`src/rtl/arith_pkg.sv`:
```
// rtl/arith_pkg.sv - shared types and constants for the arithmetic practical set
package arith_pkg;

  typedef enum logic [1:0] {
    ST_IDLE,
    ST_RUN,
    ST_DONE
  } div_state_t;

  localparam int DEFAULT_WIDTH = 4;

  // Width of a down-counter that holds WIDTH-1 .. 0.
  function automatic int count_width(input int width);
    return $clog2(width);
  endfunction

endpackage

```
`src/rtl/trial_subtractor.sv`:
```
// rtl/trial_subtractor.sv - combinational WIDTH-bit trial subtract returning T and its sign bit
module trial_subtractor #(
  parameter int WIDTH = 5
) (
  input  logic [WIDTH-1:0] minuend,
  input  logic [WIDTH-1:0] subtrahend,
  output logic [WIDTH-2:0] diff,
  output logic             borrow
);

  logic [WIDTH-1:0] t;

  assign t      = minuend - subtrahend;
  assign diff   = t[WIDTH-2:0];
  assign borrow = t[WIDTH-1];

endmodule

```
`src/rtl/seq_restoring_divider.sv`:
```
// rtl/seq_restoring_divider.sv - sequential unsigned restoring divider, one quotient bit per clock
module seq_restoring_divider
  import arith_pkg::*;
#(
  parameter int WIDTH = DEFAULT_WIDTH
) (
  input  logic             clk,
  input  logic             rst,
  input  logic             start,
  input  logic [WIDTH-1:0] dividend,
  input  logic [WIDTH-1:0] divisor,
  output logic             ready,
  output logic             done,
  output logic [WIDTH-1:0] quotient,
  output logic [WIDTH-1:0] remainder,
  output logic             div_by_zero
);

  localparam int CW = count_width(WIDTH);

  div_state_t       state;
  logic [WIDTH-1:0] r;
  logic [WIDTH-1:0] q;
  logic [WIDTH-1:0] d;
  logic [CW-1:0]    count;

  logic [WIDTH:0]   s;
  logic [WIDTH-1:0] diff;
  logic             borrow;
  logic [WIDTH-1:0] next_r;
  logic [WIDTH-1:0] next_q;

  // R only ever holds a value below D, so its top bit is always zero and is
  // supplied as the leading 0 of S rather than stored.
  assign s = {r, q[WIDTH-1]};

  trial_subtractor #(
    .WIDTH(WIDTH + 1)
  ) u_trial_subtractor (
    .minuend   (s),
    .subtrahend({1'b0, d}),
    .diff      (diff),
    .borrow    (borrow)
  );

  assign next_r = borrow ? s[WIDTH-1:0] : diff;
  assign next_q = {q[WIDTH-2:0], ~borrow};

  always_ff @(posedge clk or posedge rst) begin
    if (rst) begin
      state       <= ST_IDLE;
      ready       <= 1'b1;
      done        <= 1'b0;
      quotient    <= '0;
      remainder   <= '0;
      div_by_zero <= 1'b0;
      r           <= '0;
      q           <= '0;
      d           <= '0;
      count       <= '0;
    end else begin
      done <= 1'b0;
      case (state)
        ST_IDLE, ST_DONE: begin
          if (start) begin
            if (divisor == '0) begin
              state       <= ST_DONE;
              ready       <= 1'b1;
              done        <= 1'b1;
              quotient    <= '1;
              remainder   <= dividend;
              div_by_zero <= 1'b1;
            end else begin
              state <= ST_RUN;
              ready <= 1'b0;
              r     <= '0;
              q     <= dividend;
              d     <= divisor;
              count <= CW'(WIDTH - 1);
            end
          end else begin
            state <= ST_IDLE;
            ready <= 1'b1;
          end
        end
        ST_RUN: begin
          r     <= next_r;
          q     <= next_q;
          count <= count - 1'b1;
          if (count == '0) begin
            state       <= ST_DONE;
            ready       <= 1'b1;
            done        <= 1'b1;
            quotient    <= next_q;
            remainder   <= next_r;
            div_by_zero <= 1'b0;
          end
        end
        default: begin
          state <= ST_IDLE;
          ready <= 1'b1;
        end
      endcase
    end
  end

endmodule

```
`config.mk`:
```
export PLATFORM = sky130hd
export DESIGN_NAME = seq_restoring_divider
export DESIGN_NICKNAME = d
export VERILOG_FILES = /design/src/rtl/arith_pkg.sv /design/src/rtl/trial_subtractor.sv /design/src/rtl/seq_restoring_divider.sv
export SDC_FILE = /design/constraint.sdc
export NUM_CORES = 1
export LEC_CHECK = 0
export CORE_ASPECT_RATIO = 1.4
export CORE_MARGIN = 2
export CORE_UTILIZATION = 52
export DETAILED_ROUTE_END_ITERATION = 8
export PLACE_DENSITY = 0.76
export SLEW_MARGIN = 10
export SYNTH_ARGS = -nofsm -noshare
export SYNTH_HDL_FRONTEND = slang
export SYNTH_SLANG_ARGS = --single-unit
```
`constraint.sdc`:
```
create_clock -name clk -period 3.75 [get_ports clk]
set_input_delay 0.75 -clock clk [delete_from_list [all_inputs] [get_ports clk]]
set_output_delay 0.75 -clock clk [all_outputs]
set_load 0.02 [all_outputs]
```
* Word level (Yosys, flattened, before mapping)
Cells that the tools add are included.
** Operators by class
- Reduce and logical (&&, ||, !) cells :: 8
- Add/subtract/negate cells :: 2
- Multiplexer cells :: 33
- Eq/ne operators :: 6
- Bitwise operators :: 2
** Operators by type and width (count)
- 4-bit 2-to-1 mux :: 11
- 4-bit one-hot mux with 2 select lines :: 4
- 2-bit 2-to-1 mux :: 5
- 1-bit 2-to-1 mux :: 8
- 2-bit != test (second input constant) :: 4
- 2-bit one-hot mux with 2 select lines :: 2
- 1-bit one-hot mux with 2 select lines :: 3
- 3-bit AND reduction :: 2
- 5-bit by 4-bit subtractor with 5-bit output :: 1
- 2-bit zero test :: 2
- 4-bit zero test :: 1
- 4-bit AND reduction :: 1
- 2-bit by 1-bit equality test with 1-bit output (second input constant) :: 1
- 2-bit equality test (second input constant) :: 1
- 1-bit inverter :: 2
- 2-bit nonzero test :: 1
- 2-bit OR reduction :: 1
- 2-bit by 1-bit subtractor with 2-bit output (second input constant) :: 1
** Word-level totals
- Bits in registers :: 27
- Output and inout bits :: 11

* Logic depth before layout (Yosys ltp)
Gate-level depths: netlist (run 1).
- Word-level depth :: 4
- Gate-level depth with buffers :: 8

* Modules after synthesis
Synthesis (run 1) repeated with hierarchy kept, for this count alone.
** Second synthesis, totals
- Cell total of the unflattened synthesis :: 133
- Area, all modules :: 1352.5 um2
** By module, submodules not included
- seq_restoring_divider :: times used 1, cells an instance 110, sequential area each 676.9 um2, area an instance 1188.6 um2
- trial_subtractor :: times used 1, cells an instance 23, sequential area each 0.0 um2, area an instance 163.9 um2

* Least setup slack after synthesis (run 1)
OpenSTA, ideal clock, no wires.
- Path kind :: flip-flop to flip-flop
- Start point :: register q[3]
- End point :: register remainder[2]
- Arrival time :: 1.873 ns
- Library setup time :: 0.130 ns
- Cell stages (with the launch flop) :: 9
- Buffers on the path :: 0
- Setup slack :: 1.747 ns
- Path through :: dfrtp_1 -> inv_1 -> ha_1 -> fa_1 -> nand2b_2 -> a21oi_4 -> nor2_1 -> a2111oi_2 -> a21oi_1
** On the way
- Cells in the longest elaborated chain, start to end :: 4
** RTL lines
- start, declared :: line seq_restoring_divider.sv:23 : logic [WIDTH-1:0] q;
- start signal, assigned :: line seq_restoring_divider.sv:77 : q <= dividend;
- start signal, assigned :: line seq_restoring_divider.sv:88 : q <= next_q;
- 5-bit by 4-bit subtractor with 5-bit output :: line trial_subtractor.sv:13 : assign t = minuend - subtrahend;
- 4-bit 2-to-1 mux :: line seq_restoring_divider.sv:46 : assign next_r = borrow ? s[WIDTH-1:0] : diff;
- 4-bit 2-to-1 mux :: line seq_restoring_divider.sv:90 : if (count == '0) begin
- 4-bit one-hot mux with 2 select lines :: line seq_restoring_divider.sv:63 : case (state)
- end signal, assigned :: line seq_restoring_divider.sv:71 : remainder <= dividend;
- end signal, assigned :: line seq_restoring_divider.sv:95 : remainder <= next_r;
- end, declared :: line seq_restoring_divider.sv:15 : output logic [WIDTH-1:0] remainder,
No other way between the ends. The select of a mux whose other input is x is not followed.
A chain may end at the register's enable or synchronous reset.

* Worst setup path in the final report (run 1)
- Start point :: register q[3]
- End point :: register remainder[3]
Same word-level chain as after synthesis.

==> summary.md, run 1 <==
| Metric | Value |
|---|---|
| Max clock buf depth | 2 |
| Post-CTS setup buffer count | 0 |
| Critical path cell sequence | inv_1, ha_1, fa_1, nand2b_2, a21oi_4, xor2_2, nand2b_1, a41oi_2 |
| Status | completed |
| Critical path class | reg -> reg |
| Crit path capture type | flop |
| CTS tree | built |
| Total global routing track utilization | a little over a fifth |
| Slew headroom | around a third |
| CTS Root Cell | clkbuf_4 |
| Number of synthesis warnings | 0 |
| Max stage delay cell, worst path | dfrtp_1 |
| Flip-flop and latch area | 677 um^2 |
| Clk pin slew, worst setup/hold paths | 140 ps |
| Distinct cells, synth | 40 |
| Asr flop ratio synth | 100% |
| Share of cells above drive strength 1 | 10.4% |
| P_sw | 0.000756 W |
| Area of the multi-input gates | around 700 um^2 |
| Vias | 1,137 |
| Num CTS Buffers | 3 |
| Hold Fails Final Rpt | 0 |
| Syn-to-layout area delta | 15.9% |
| P per Cell Area | 977 nW/um^2 |
| Layout Cells excl Fill | 200 |
| Post-route cell area | roughly 1700 um^2 |
| IO Pins | 22 |
| Ant diodes | 0 |
| Die X | ~49 um |
| Die Y | ~67 um |
| Static leakage | ~0.73 nW |
| Sum of buffers and inverters on the critical path | 1 |
| Top-area cell type share of the netlist area | between 40% and 50% |
| Syn Area/Cell | around 10 um^2 |
| Fmax | around 0.45 GHz |
| Final GP Congestion | approximately 0.77 |
| TritonRoute pass-1 iters | 4 |
| Clock Latency Late Sink | between 300 and 400 ps |
| CTS sink count | 27 |
| DIE AREA | 3270 um^2 |
| CP Launch Type | flop |
| Final slew viol count | 0 |
| Clock Power Share | 7.8% |
| Overall power | 0.00166 W |
| Resized cells post-CTS | 0 |
| # rows | 22 |
| Area of the core | ~2600 um^2 |
| Max incr delay on CP | between 400 and 500 ps |
| Final setup margin | between 1500 and 2000 ps |
| Worst min-delay path category | reg -> reg |
| Initial antenna violation count | 0 |
| Final worst path period need | approximately 2200 ps |
| Sw Ratio | around 46% |
| Least-Margin Pin Slew | ~1000 ps |
| Antenna Nets Post-Route | 0 |
| Power share of the sequential group | between 30% and 40% |
| VDD IR max | between 0.5 and 0.6 mV |
| FILL cells | ~230 |
| DPL Wire Length | around 2200 um |
| Cell type with the largest total area after synthesis | dfrtp_1 |
| Synth top cells by count | dfrtp_1 (26), nor2_1 (19), a21oi_1 (13) |
| Post-synth design cell area | 1470 um^2 |
| Cells after DPL | slightly below 200 |
| Routed len/inst | between 10 and 15 um |
| DRC | 0 |
| Final wirelength | between 2000 and 3000 um |
| Most common cell in the netlist | dfrtp_1 |
| Syn_nets | 162 |
| Internal power | about 0.00091 W |
| Number of buffers added on ports | 21 |
| Overflow after GRT | 0 |
| Critical Path AT | between 2000 and 2500 ps |
| Crit share post-route | roughly 60% |
| Number of global-route vias before repair | about 1,100 |
| Total negative setup slack | 0 ps |
| RSZ-0062 raised after global routing | false |
| Max-capacitance violation count | 0 |
| First-pass GRT wire length | 5300 um |
| Setup violators final | 0 |
| Mapped Cells | approximately 150 |
| Largest delay share family, worst path | adder cells |
| Largest net degree at the start of global routing | 28 |
| 1st-iter DRT viols | 33 |
| Top FF cell, synth | dfrtp_1 |
| Crit path required time | 3960 ps |
| CP max FO | 9 |
| Clock skew | 3.34 ps |
| Ranking of synthesized cells by area | dfrtp_1 (44%), nor2_1 (4.9%), a21oi_1 (4.4%) |
| CTS Hold Bufs | 0 |
| Yosys reg bits | 27 |
| NumNets Final | approximately 180 |
| Worst slack at placement | between 1000 and 1500 ps |
| Post-synth EDFFs | 0 |
| Initial Utilization | 55.5% |
| Via/cell ratio | 5.69 |
| H-tree depth | 1 |
| Sequential area share after synthesis | 46.1% |
| Placed cell areas | ~1700 um^2 |
| Proportion of power drawn by combinational gates | about 60% |
-- metal layers --
layer / wire (um) / share of wire (%) / GRT usage (%) / vias up
met1: 1220 / 42 / 26.5 / 567
met2: 1560 / 53 / 37.0 / 24
met4: 62 / 2.1 / 8.21 / 0
met3: 92 / 3.1 / 2.47 / 6
met5: 0 / 0 / 0 / -
li1: - / - / - / 540
-- metrics by stage --
| step | utilization (%) | hold slack [ps] |
|---|---|---|
| 3_3_place_gp | 63.4 | 466 |
| 5_1_grt | 64.4 | 535 |
| 2_1_floorplan | - | 443 |
| 3_5_place_dp | 63.4 | 477 |
| 4_1_cts | 64.4 | 500 |
| 6_report | 64.4 | 501 |
-- layout by cell type, fill, tap and decap left out, types with 2 or more instances in the layout --
master	instances
clkbuf_4	3
a22o_1	2
ha_1	5
nor2b_1	2
or3_1	2
nor3_1	3
and3_1	2
o21ai_0	9
clkdlybuf4s50_1	21
nand2b_1	3
inv_1	8
mux2i_1	4
nand2_1	11
nand3b_1	2
nand3_1	4
a31oi_1	2
a21oi_1	13
dfrtp_1	26
buf_4	2
nor2_1	19
-- path summary, 6_finish.rpt --
path	from	end	slack [ps]	depth (start not counted)
setup / recovery	q[3]	remainder[3]	1510	8
hold / removal	count[0]	count[0]	500	1
setup reg to reg	q[3]	remainder[3]	1510	8
hold reg to reg	count[0]	count[0]	500	1
max in group asynchronous	rst	d[2]	2220	2
min in group asynchronous	rst	remainder[3]	930	2
-- kinds of logic (layout without fill, tap and decap cells) --
logic type / after synthesis / count (layout) / share of synthesized area [%]
muxes: 5 / 5 / 3.75
xor gates and xnor gates: 3 / 3 / 2.30
AOI/OAI and AO/OA: 35 / 35 / 17.2
adders and majority gates: 6 / 6 / 5.63
and+or+nand+nor: 53 / 53 / 18.6
buffers and inverters: 16 / 35 / 6.39
DFF: 27 / 27 / 46.1
-- cell type report --
cell class | count | area share, %
Multi-Input combinational cell | 102 | 41.0
Sequential cell | 27 | 39.8
Timing Repair Buffer | 23 | 13.2
Tap cell | 36 | 2.65
Inverter | 8 | 1.76
Clock buffer | 3 | 1.32
Clock inverter | 1 | 0.294
-- registers in the layout (all words and copies together) (netlist names) --
signal,count
div_by_zero,1
count,2
quotient,4
state,2
ready,1
q,4
r,4
remainder,4
d,4
done,1
-- power by group through the flow --
stage	registers [W]	clock network, W	logic, W
2_1_floorplan	0.000572	0	0.000720
3_3_place_gp	0.000531	0	0.000957
3_5_place_dp	0.000538	0	0.000997
4_1_cts	0.000533	0.000133	0.00100
5_1_grt	0.000553	0.000142	0.00112
6_report	0.000533	0.000129	0.000999
Note: power is estimated with default switching activity, not from simulation.
==> run 2: changes to the inputs <==
--- a/config.mk
+++ b/config.mk
@@ -7,9 +7,9 @@
 export LEC_CHECK = 0
 export CORE_ASPECT_RATIO = 1.4
 export CORE_MARGIN = 2
-export CORE_UTILIZATION = 52
+export CORE_UTILIZATION = 48
 export DETAILED_ROUTE_END_ITERATION = 8
-export PLACE_DENSITY = 0.76
+export PLACE_DENSITY = 0.74
 export SLEW_MARGIN = 10
 export SYNTH_ARGS = -nofsm -noshare
 export SYNTH_HDL_FRONTEND = slang
==> constraint.sdc (replaced) <==
create_clock -name clk -period 1.89 [get_ports clk]
set_input_delay 0.378 -clock clk [delete_from_list [all_inputs] [get_ports clk]]
set_output_delay 0.378 -clock clk [all_outputs]
set_load 0.02 [all_outputs]
==> run 2 against run 1 <==
  * The flow now finishes with violations (setup timing)
  * Highest routed layer unchanged
  * Clock-buffer cell count is the same
  * Global-route usage grew 1.1 points
  * Register-to-register slack lost 1600 ps
  * Flip-flop and latch count is the same
  * Sequential power grew 100%
  * Combinational power grew to 2.9 times the previous value
  * First-iteration DRC count shrank 3.0%
  * Clock power grew to 2.6 times the previous value
  * Worst setup slack lost 1600 ps
  * Routed wire length grew 20%
  * Total power grew to 2.6 times the previous value
  * Maximum frequency grew 12%
==> summary.md, run 2 (synthesis gave the netlist of run 1 again) <==
| Metric | Value |
|---|---|
| Status | finished with violations (was completed) |
| Violated checks | setup timing |
| Critical path cell sequence | ha_4, fa_2, nand2b_4, a21oi_4, buf_6, xor2_4, nand2b_4, a41oi_2 (was inv_1, ha_1, fa_1, nand2b_2, a21oi_4, xor2_2, nand2b_1, a41oi_2) |
| Ant diodes | 0 (unchanged) |
| Slew headroom | 63.3% (was 33.6%) |
| CTS tree | built (unchanged) |
| Hold Fails Final Rpt | 0 (unchanged) |
| Sum of buffers and inverters on the critical path | 1 (unchanged) |
| Final GP Congestion | 0.750 (was 0.769) |
| Reg-to-Reg Start | d[0] (was q[3]) |
| Critical Path AT | 2150 ps (was 2450 ps) |
| Final setup margin | -114 ps (was 1510 ps) |
| Number of global-route vias before repair | 1,367 (was 1,143) |
| DR WL met3 | 92 um (unchanged) |
| Cells after DPL | 209 (was 196) |
| Clk pin slew, worst setup/hold paths | 90 ps (was 140 ps) |
| IO Pins | 22 (unchanged) |
| Crit path capture type | flop (unchanged) |
| P per Cell Area | 2150 nW/um^2 (was 977 nW/um^2) |
| Least-Margin Pin Slew | 551 ps (was 996 ps) |
| Crit path required time | 2040 ps (was 3960 ps) |
| Met1 wire length | 1440 um (was 1220 um) |
| CTS sink count | 27 (unchanged) |
| Routed len/inst | 16.1 um (was 14.7 um) |
| Die X | 50.7 um (was 48.9 um) |
| Largest net degree at the start of global routing | 28 (unchanged) |
| Number of buffers added on ports | 21 (unchanged) |
| H-tree depth | 1 (unchanged) |
| Overflow after GRT | 0 (unchanged) |
| Final slew viol count | 0 (unchanged) |
| DR top layer | met4 (unchanged) |
| Layout Cells excl Fill | 219 (was 200) |
| DIE AREA | 3520 um^2 (was 3270 um^2) |
| Max stage delay cell, worst path | dfrtp_1 (unchanged) |
| RSZ-0062 raised after global routing | true (was false) |
| Fmax | 0.499 GHz (was 0.446 GHz) |
| Antenna Nets Post-Route | 0 (unchanged) |
| VDD IR max | 1.22 mV (was 0.504 mV) |
| WL met2 | 1910 um (was 1560 um) |
| Largest delay share family, worst path | adder cells (unchanged) |
| Clock skew | 2.53 ps (was 3.34 ps) |
| CTS Root Cell | clkbuf_8 (was clkbuf_4) |
| Number of cells on the critical path | 8 (unchanged) |
| First-pass GRT wire length | 5910 um (was 5300 um) |
| # rows | 23 (was 22) |
| Total global routing track utilization | 22.1% (was 21.0%) |
| TritonRoute pass-1 iters | 4 (unchanged) |
| Share of cells above drive strength 1 | 27.5% (was 10.4%) |
| CP max FO | 4 (was 9) |
| Vias | 1,222 (was 1,137) |
| Critical path class | reg -> reg (unchanged) |
| DPL Wire Length | 2380 um (was 2210 um) |
| Commonest non-fill, non-tap cell in the layout | dfrtp_1 (unchanged) |
| Final core occ | 69.5% (was 64.4%) |
| Clock Latency Late Sink | 280 ps (was 330 ps) |
| Area of the core | 2880 um^2 (was 2640 um^2) |
| Final wirelength | 3520 um (was 2930 um) |
| CP Launch Type | flop (unchanged) |
| Syn-to-layout area delta | 36.2% (was 15.9%) |
| Via/cell ratio | 5.58 (was 5.69) |
| Static leakage | 0.861 nW (was 0.733 nW) |
| Commonest non-fill, non-tap cells in the layout | dfrtp_1 (26), clkdlybuf4s50_1 (21), nor2_1 (16), buf_4 (16), a21oi_1 (11) (was dfrtp_1 (26), clkdlybuf4s50_1 (21), nor2_1 (19)) |
| Max incr delay on CP | 420 ps (was 410 ps) |
| Final worst path period need | 2000 ps (was 2240 ps) |
| Worst Reg2Reg Path Length in Cells | 8 (unchanged) |
| Initial Utilization | 51.0% (was 55.5%) |
| Die Y | 69.4 um (was 66.9 um) |
| Worst min-delay path category | in -> async (was reg -> reg) |
| Num CTS Buffers | 3 (unchanged) |
| DRC | 0 (unchanged) |
| Crit share post-route | 106% (was 59.8%) |
| Max-capacitance violation count | 0 (unchanged) |
| Setup violators final | 8 (was 0) |
| CP most frequent cell | nand2b_4 |
| NumNets Final | 200 (was 182) |
| Overall power | 0.00431 W (was 0.00166 W) |
| Setup crit start | d[0] (was q[3]) |
| Initial antenna violation count | 0 (unchanged) |
| Total negative setup slack | -642 ps (was 0 ps) |
| 1st-iter DRT viols | 32 (was 33) |
| Max clock buf depth | 2 (unchanged) |
[run 2: cell types whose count changed in the layout (fill, tap and decap cells not counted), moves of 2 or more]
| cell | delta |
|---|---|
| buf_4 | +14 |
| a21oi_1 | -2 |
| buf_6 | +4 |
| clkbuf_8 | +3 |
| nand2b_4 | +2 |
| nor2_2 | +2 |
| a21oi_2 | +2 |
| clkbuf_4 | -3 |
| nor2_1 | -3 |
[run 2: final timing paths]
kind	endpoint	slack, ps
worst max-delay path	remainder[3]	-110
worst min-delay path	count[1]	450
worst max register to register	remainder[3]	-110
worst min register to register	count[0]	480
max in group asynchronous	ready	1150
min in group clk	count[0]	480
[run 2: through the flow]
stage	setup WS [ps]	cell area, um^2	hold WS [ps]
CTS	-100	1900	471
global route	-185	2000	483
global placement	-237	1790	469
finish	-114	2000	448
detailed placement	-266	1790	467
floorplan	-13.0	1490	430
[run 2: power breakdown]
| group | internal, W | switching (W) | leakage (nW) |
|---|---|---|---|
| clock network | 0.000148 | 0.000189 | 0.0255 |
| registers | 0.000863 | 0.000206 | 0.312 |
| logic | 0.00141 | 0.00149 | 0.524 |
| total | 0.00242 | 0.00188 | 0.861 |
[run 2: layout make-up]
class / count / area [um^2]
inverters: 8 / 30.0
clock buffers: 3 / 41.3
well taps: 37 / 46.3
multi-input cells: 102 / 825
flip-flops and latches: 27 / 677
clock inverters: 1 / 5.00
fillers: 221 / 878
repair buffers: 41 / 375
[run 2: worst register-to-register path: cells and delay by family (launching register included)]
family                   cells  cell delay (ps)
XOR/XNOR                     1              200
AO/OA/AOI/OAI                2              270
adder cells (fa/ha/maj)      2              520
AND/OR/NAND/NOR              2              320
buffers and inverters        1              150
flip-flops                   1              420
[run 2: timing repair]
item / 4_1_cts / 5_1_grt
endpoints found under the setup margin: 10 / 10
pin swaps: 7 / 9
hold buffers: 0 / 0
gates resized for setup: 8 / 14
buffers inserted: 3 / 3
[run 2: layer usage]
metal	vias to the layer above	global-route usage, %
li1	575	-
met1	615	24.6
met2	25	40.1
met3	7	3.45
met4	0	9.91
met5	-	0
==> run 3: changes to the inputs <==
--- a/config.mk
+++ b/config.mk
@@ -5,10 +5,13 @@
 export SDC_FILE = /design/constraint.sdc
 export NUM_CORES = 1
 export LEC_CHECK = 0
+export CAP_MARGIN = 10
 export CORE_ASPECT_RATIO = 1.4
 export CORE_MARGIN = 2
 export CORE_UTILIZATION = 48
+export CTS_CLUSTER_DIAMETER = 200
 export DETAILED_ROUTE_END_ITERATION = 8
+export GPL_TIMING_DRIVEN = 0
 export PLACE_DENSITY = 0.74
 export SLEW_MARGIN = 10
 export SYNTH_ARGS = -nofsm -noshare
==> run 3 against run 2 <==
  * The flow still finishes with violations (setup timing)
  * First-iteration DRC count up 34%
  * Cell area down 2.3%
  * Final cell count down 3.2%
==> summary.md, run 3 (synthesis gave the netlist of run 1 again) <==
| Metric | Value |
|---|---|
| Status | finished with violations (unchanged) |
| Violated checks | setup timing (unchanged) |
| Final slew viol count | 0 (unchanged) |
| Sw Ratio | 42.9% (was 43.7%) |
| Placed cell areas | 1740 um^2 (was 1790 um^2) |
| Sum of buffers and inverters on the critical path | 2 (was 1) |
| Clock Power Share | 8.0% (was 7.8%) |
| VDD IR max | 1.16 mV (was 1.22 mV) |
| Clock skew | 3.65 ps (was 2.53 ps) |
| P per Cell Area | 2170 nW/um^2 (was 2150 nW/um^2) |
| Commonest non-fill, non-tap cells in the layout | dfrtp_1 (26), clkdlybuf4s50_1 (21), nor2_1 (15) (was dfrtp_1 (26), clkdlybuf4s50_1 (21), nor2_1 (16), buf_4 (16), a21oi_1 (11)) |
| CTS Root Cell | clkbuf_8 (unchanged) |
| Final wirelength | 3350 um (was 3520 um) |
| CP Launch Type | flop (unchanged) |
| Hold path depth | 1 |
| Vias | 1,174 (was 1,222) |
| Critical path cell sequence | inv_2, ha_4, fa_2, nand2b_4, a21oi_4, buf_12, mux2i_4, a2111oi_4, a21oi_2 (was ha_4, fa_2, nand2b_4, a21oi_4, buf_6, xor2_4, nand2b_4, a41oi_2) |
| Overall power | 0.00423 W (was 0.00431 W) |
| Static leakage | 0.823 nW (was 0.861 nW) |
| Crit share post-route | 105% (was 106%) |
| Largest net degree at the start of global routing | 28 (unchanged) |
| Share of cells above drive strength 1 | 22.9% (was 27.5%) |
| Num CTS Buffers | 3 (unchanged) |
| Max-capacitance violation count | 0 (unchanged) |
| Commonest non-fill, non-tap cell in the layout | dfrtp_1 (unchanged) |
| Max stage delay cell, worst path | dfrtp_1 (unchanged) |
| Max clock buf depth | 2 (unchanged) |
| Total global routing track utilization | 20.9% (was 22.1%) |
| Clk pin slew, worst setup/hold paths | 90 ps (about the same) |
| Initial Utilization | 51.0% (unchanged) |
| Critical Path AT | 2150 ps (about the same) |
| Crit path capture type | flop (unchanged) |
| # rows | 23 (unchanged) |
| Syn-to-layout area delta | 33.1% (was 36.2%) |
| DIE AREA | 3520 um^2 (unchanged) |
| Worst min-delay path category | reg -> reg (was in -> async) |
| Fmax | 0.503 GHz (was 0.499 GHz) |
| IO Pins | 22 (unchanged) |
| Flip-flop and latch area | 677 um^2 (unchanged) |
| Via/cell ratio | 5.54 (was 5.58) |
| Die X | 50.7 um (unchanged) |
| WHS Endpoint | count[0] |
| Internal power | 0.00242 W (about the same) |
| Overflow after GRT | 0 (unchanged) |
| Least-Margin Pin Slew | 1010 ps (was 551 ps) |
| First-pass GRT wire length | 5660 um (was 5910 um) |
| Worst Reg2Reg Path Length in Cells | 9 (was 8) |
| Number of buffers added on ports | 21 (unchanged) |
| Critical path class | reg -> reg (unchanged) |
| Worst hold path startpoint | count[0] |
| Max incr delay on CP | 370 ps (was 420 ps) |
| H-tree depth | 1 (unchanged) |
| TritonRoute pass-1 iters | 4 (unchanged) |
| FILL cells | 225 (was 221) |
| Ant diodes | 0 (unchanged) |
| Final setup margin | -99.3 ps (was -114 ps) |
| CTS tree | built (unchanged) |
| RSZ-0062 raised after global routing | true (unchanged) |
| Hold_ws | 482 ps (was 448 ps) |
| Setup violators final | 8 (unchanged) |
| CP max FO | 5 (was 4) |
| Hold Fails Final Rpt | 0 (unchanged) |
| NumNets Final | 193 (was 200) |
| Setup crit start | q[3] (was d[0]) |
| R2r endpoint | remainder[2] (was remainder[3]) |
| Power share of the sequential group | 24.9% (was 24.8%) |
| CTS sink count | 27 (unchanged) |
| Initial antenna violation count | 0 (unchanged) |
| Area of the multi-input gates | 806 um^2 (was 825 um^2) |
| DPL Wire Length | 2340 um (was 2380 um) |
| Slew headroom | 32.6% (was 63.3%) |
| Crit path required time | 2050 ps (was 2040 ps) |
| Proportion of power drawn by combinational gates | 67.2% (was 67.3%) |
| 1st-iter DRT viols | 43 (was 32) |
| Worst slack at placement | -194 ps (was -266 ps) |
| Reg2Reg Setup Slack | -100 ps (was -110 ps) |
| P_sw | 0.00182 W (was 0.00188 W) |
| Final GP Congestion | 0.817 (was 0.750) |
| Final worst path period need | 1990 ps (was 2000 ps) |
| Routed len/inst | 15.8 um (was 16.1 um) |
| DRC | 0 (unchanged) |
| Post-route cell area | 1950 um^2 (was 2000 um^2) |
| Clock Latency Late Sink | 280 ps (about the same) |
| Area of the core | 2880 um^2 (unchanged) |
| Reg-to-Reg Start | q[3] (was d[0]) |
| Die Y | 69.4 um (unchanged) |
| Number of global-route vias before repair | 1,221 (was 1,367) |
| Antenna Nets Post-Route | 0 (unchanged) |
| Largest delay share family, worst path | compound AO/OA/AOI/OAI gates (was adder cells) |
-- run 3: cell types whose count changed in the layout (fill, tap and decap cells not counted), sizes merged --
cell | before | now
clkbuf | 3 | 5
buf | 20 | 11
clkinv | 1 | 0
clkinvlp | 0 | 1
-- run 3: per-layer routing --
layer / wire [um] / global-route usage (%) / vias to the layer above
li1: - / - / 563
met1: 1330 / 25.6 / 588
met2: 1900 / 36.4 / 19
met3: 84 / 3.23 / 4
met4: 31 / 7.81 / 0
met5: 0 / 0 / -
-- run 3: worst max-delay path by stage --
stage,to,slack (ps),cells past startpoint
final,remainder[2],-100,9
after global routing,remainder[2],-190,9
after CTS,remainder[2],-100,8
after detailed placement,remainder[0],-190,8
after global placement,remainder[3],-150,8
after floorplan,remainder[2],-10,8
-- run 3: area by class of cell --
type / instances / area share (%)
Multi-Input combinational cell: 102 / 41.3
Inverter: 8 / 1.54
Buffer: 8 / 3.27
Timing Repair Buffer: 26 / 14.4
Tap cell: 37 / 2.37
Clock inverter: 1 / 0.384
Clock buffer: 3 / 2.11
Sequential cell: 27 / 34.7
-- run 3: worst register-to-register path, cell delays in order, from the launching register on --
cell and delay (ps):
dfrtp_1 370, inv_2 60, ha_4 170, fa_2 330
nand2b_4 160, a21oi_4 190, buf_12 150, mux2i_4 80
a2111oi_4 280, a21oi_2 90
-- run 3: through the flow --
step / setup TNS, ps / cells / util (%)
final: -486 / 212 / 67.9
after CTS: -315 / 209 / 63.8
after global routing: -1110 / 212 / 67.9
after floorplan: -13.0 / 145 / -
after detailed placement: -1530 / 203 / 60.6
after global placement: -904 / 203 / 60.6
-- run 3: timing repair --
item                       in CTS  in global routing
setup endpoints to repair      10                 10
cloned                          0                  1
buffers inserted                2                  2
hold buffers                    0                  0
resized for setup               2                 15
pin swaps                       1                 12
-- run 3: power by group through the flow --
stage / Clock [W] / Sequential (W) / Combinational (W)
6_report: 0.000337 / 0.00105 / 0.00284
2_1_floorplan: 0 / 0.00114 / 0.00150
4_1_cts: 0.000345 / 0.00104 / 0.00239
5_1_grt: 0.000376 / 0.00108 / 0.00308
3_3_place_gp: 0 / 0.00104 / 0.00211
3_5_place_dp: 0 / 0.00105 / 0.00219
==> patch: new RTL, flow settings as in run 3 <==
The 3 states of `div_state_t` get a one-hot encoding in 3 bits.
--- a/src/rtl/arith_pkg.sv
+++ b/src/rtl/arith_pkg.sv
@@ -2,8 +2,8 @@
 package arith_pkg;
 
-  typedef enum logic [1:0] {
-    ST_IDLE,
-    ST_RUN,
-    ST_DONE
+  typedef enum logic [2:0] {
+    ST_IDLE = 3'b001,
+    ST_RUN  = 3'b010,
+    ST_DONE = 3'b100
   } div_state_t;
 
Function: no difference found for any inputs over 10 cycles, from zero or initial values and one cycle with rst high; not proved beyond that.
==> patch against run 3 <==
The run still ends with setup timing left; total power is 27% lower; cell area fell by 9.0%; setup slack got worse by 170 ps; area after synthesis down 7.1%; clock skew fell by 1.5 ps; sequential cell count up 1; clock power up 20%; routed wire length fell by 10%; critical path type unchanged; largest power group unchanged; highest routed layer unchanged.
==> patch: results (changes against run 3) <==
[final_layout]
final_util=0.666  ; was 0.679
multi_input_area_um2=663  ; was 806 um^2
clock_cell_area_share=0.0296  ; was 0.0250
buf_share=0.160  ; was 0.177

[power]
p_leak_nw=0.808  ; was 0.823 nW
p_switching_w=0.00119  ; was 0.00182 W

[status]
violations=setup timing  ; unchanged
status=finished with violations  ; unchanged

[placement]
dp_hpwl_um=2110  ; was 2340 um
place_ws_ps=-447  ; was -194 ps
dp.cells=178  ; was 203
globalplace.congestion=0.817  ; about the same

[logic_synthesis]
synth_compound_area_frac=0.188  ; was 0.172
ys_types=39  ; was 40
synthMuxAreaShare=0.0541  ; was 0.0375

[routing]
via_per_inst=5.58  ; was 5.54
drtIter0Drc=35  ; was 43

[cts]
clockRootBuffer=clkbuf_4  ; was clkbuf_8
clkTransAtPathRegs_ps=150  ; was 90 ps
clk_latency_ps=340  ; was 280 ps

[global_routing]
grt_pass1_wl_um=4910  ; was 5660 um

[timing]
final.setup.tns_ps=-1810  ; was -486 ps
setup_viol=10  ; was 8
clock_skew_ps=2.14  ; was 3.65 ps
setup_slack_ps=-265  ; was -99.3 ps

[setup_path]
worstPathMaxFanout=6  ; was 5
slowest_delay_ps=410  ; was 370 ps

[worst_hold_path]
hold_end=div_by_zero  ; was count[0]

[patch: changes by cell type after synthesis, moves of 3 or more]
cell / change
a21o_1: +3
a21oi_1: -8
and2_1: +3
buf_6: -4
mux2_2: +3
nand2_1: +5
nand3_1: -3
nor2_1: -12
nor3_1: -3
o22a_1: +4
[patch: per-stage QoR]
stage	power, W	hold WS [ps]
floorplan	0.00194	442
global placement	0.00235	465
detailed placement	0.00241	467
CTS	0.00302	516
global route	0.00325	535
finish	0.00307	512
[patch: timing repair]
action / in CTS / in global routing
pin swaps: 6 / 3
setup buffers: 4 / 1
resized for setup: 8 / 5
setup endpoints to repair: 10 / 13
[patch: per-layer routing]
layer,share of wire,vias up,track usage
met5,0,-,0
met1,0.39,518,0.231
met3,0.038,8,0.0224
li1,-,486,-
met4,0.026,0,0.118
met2,0.54,32,0.363
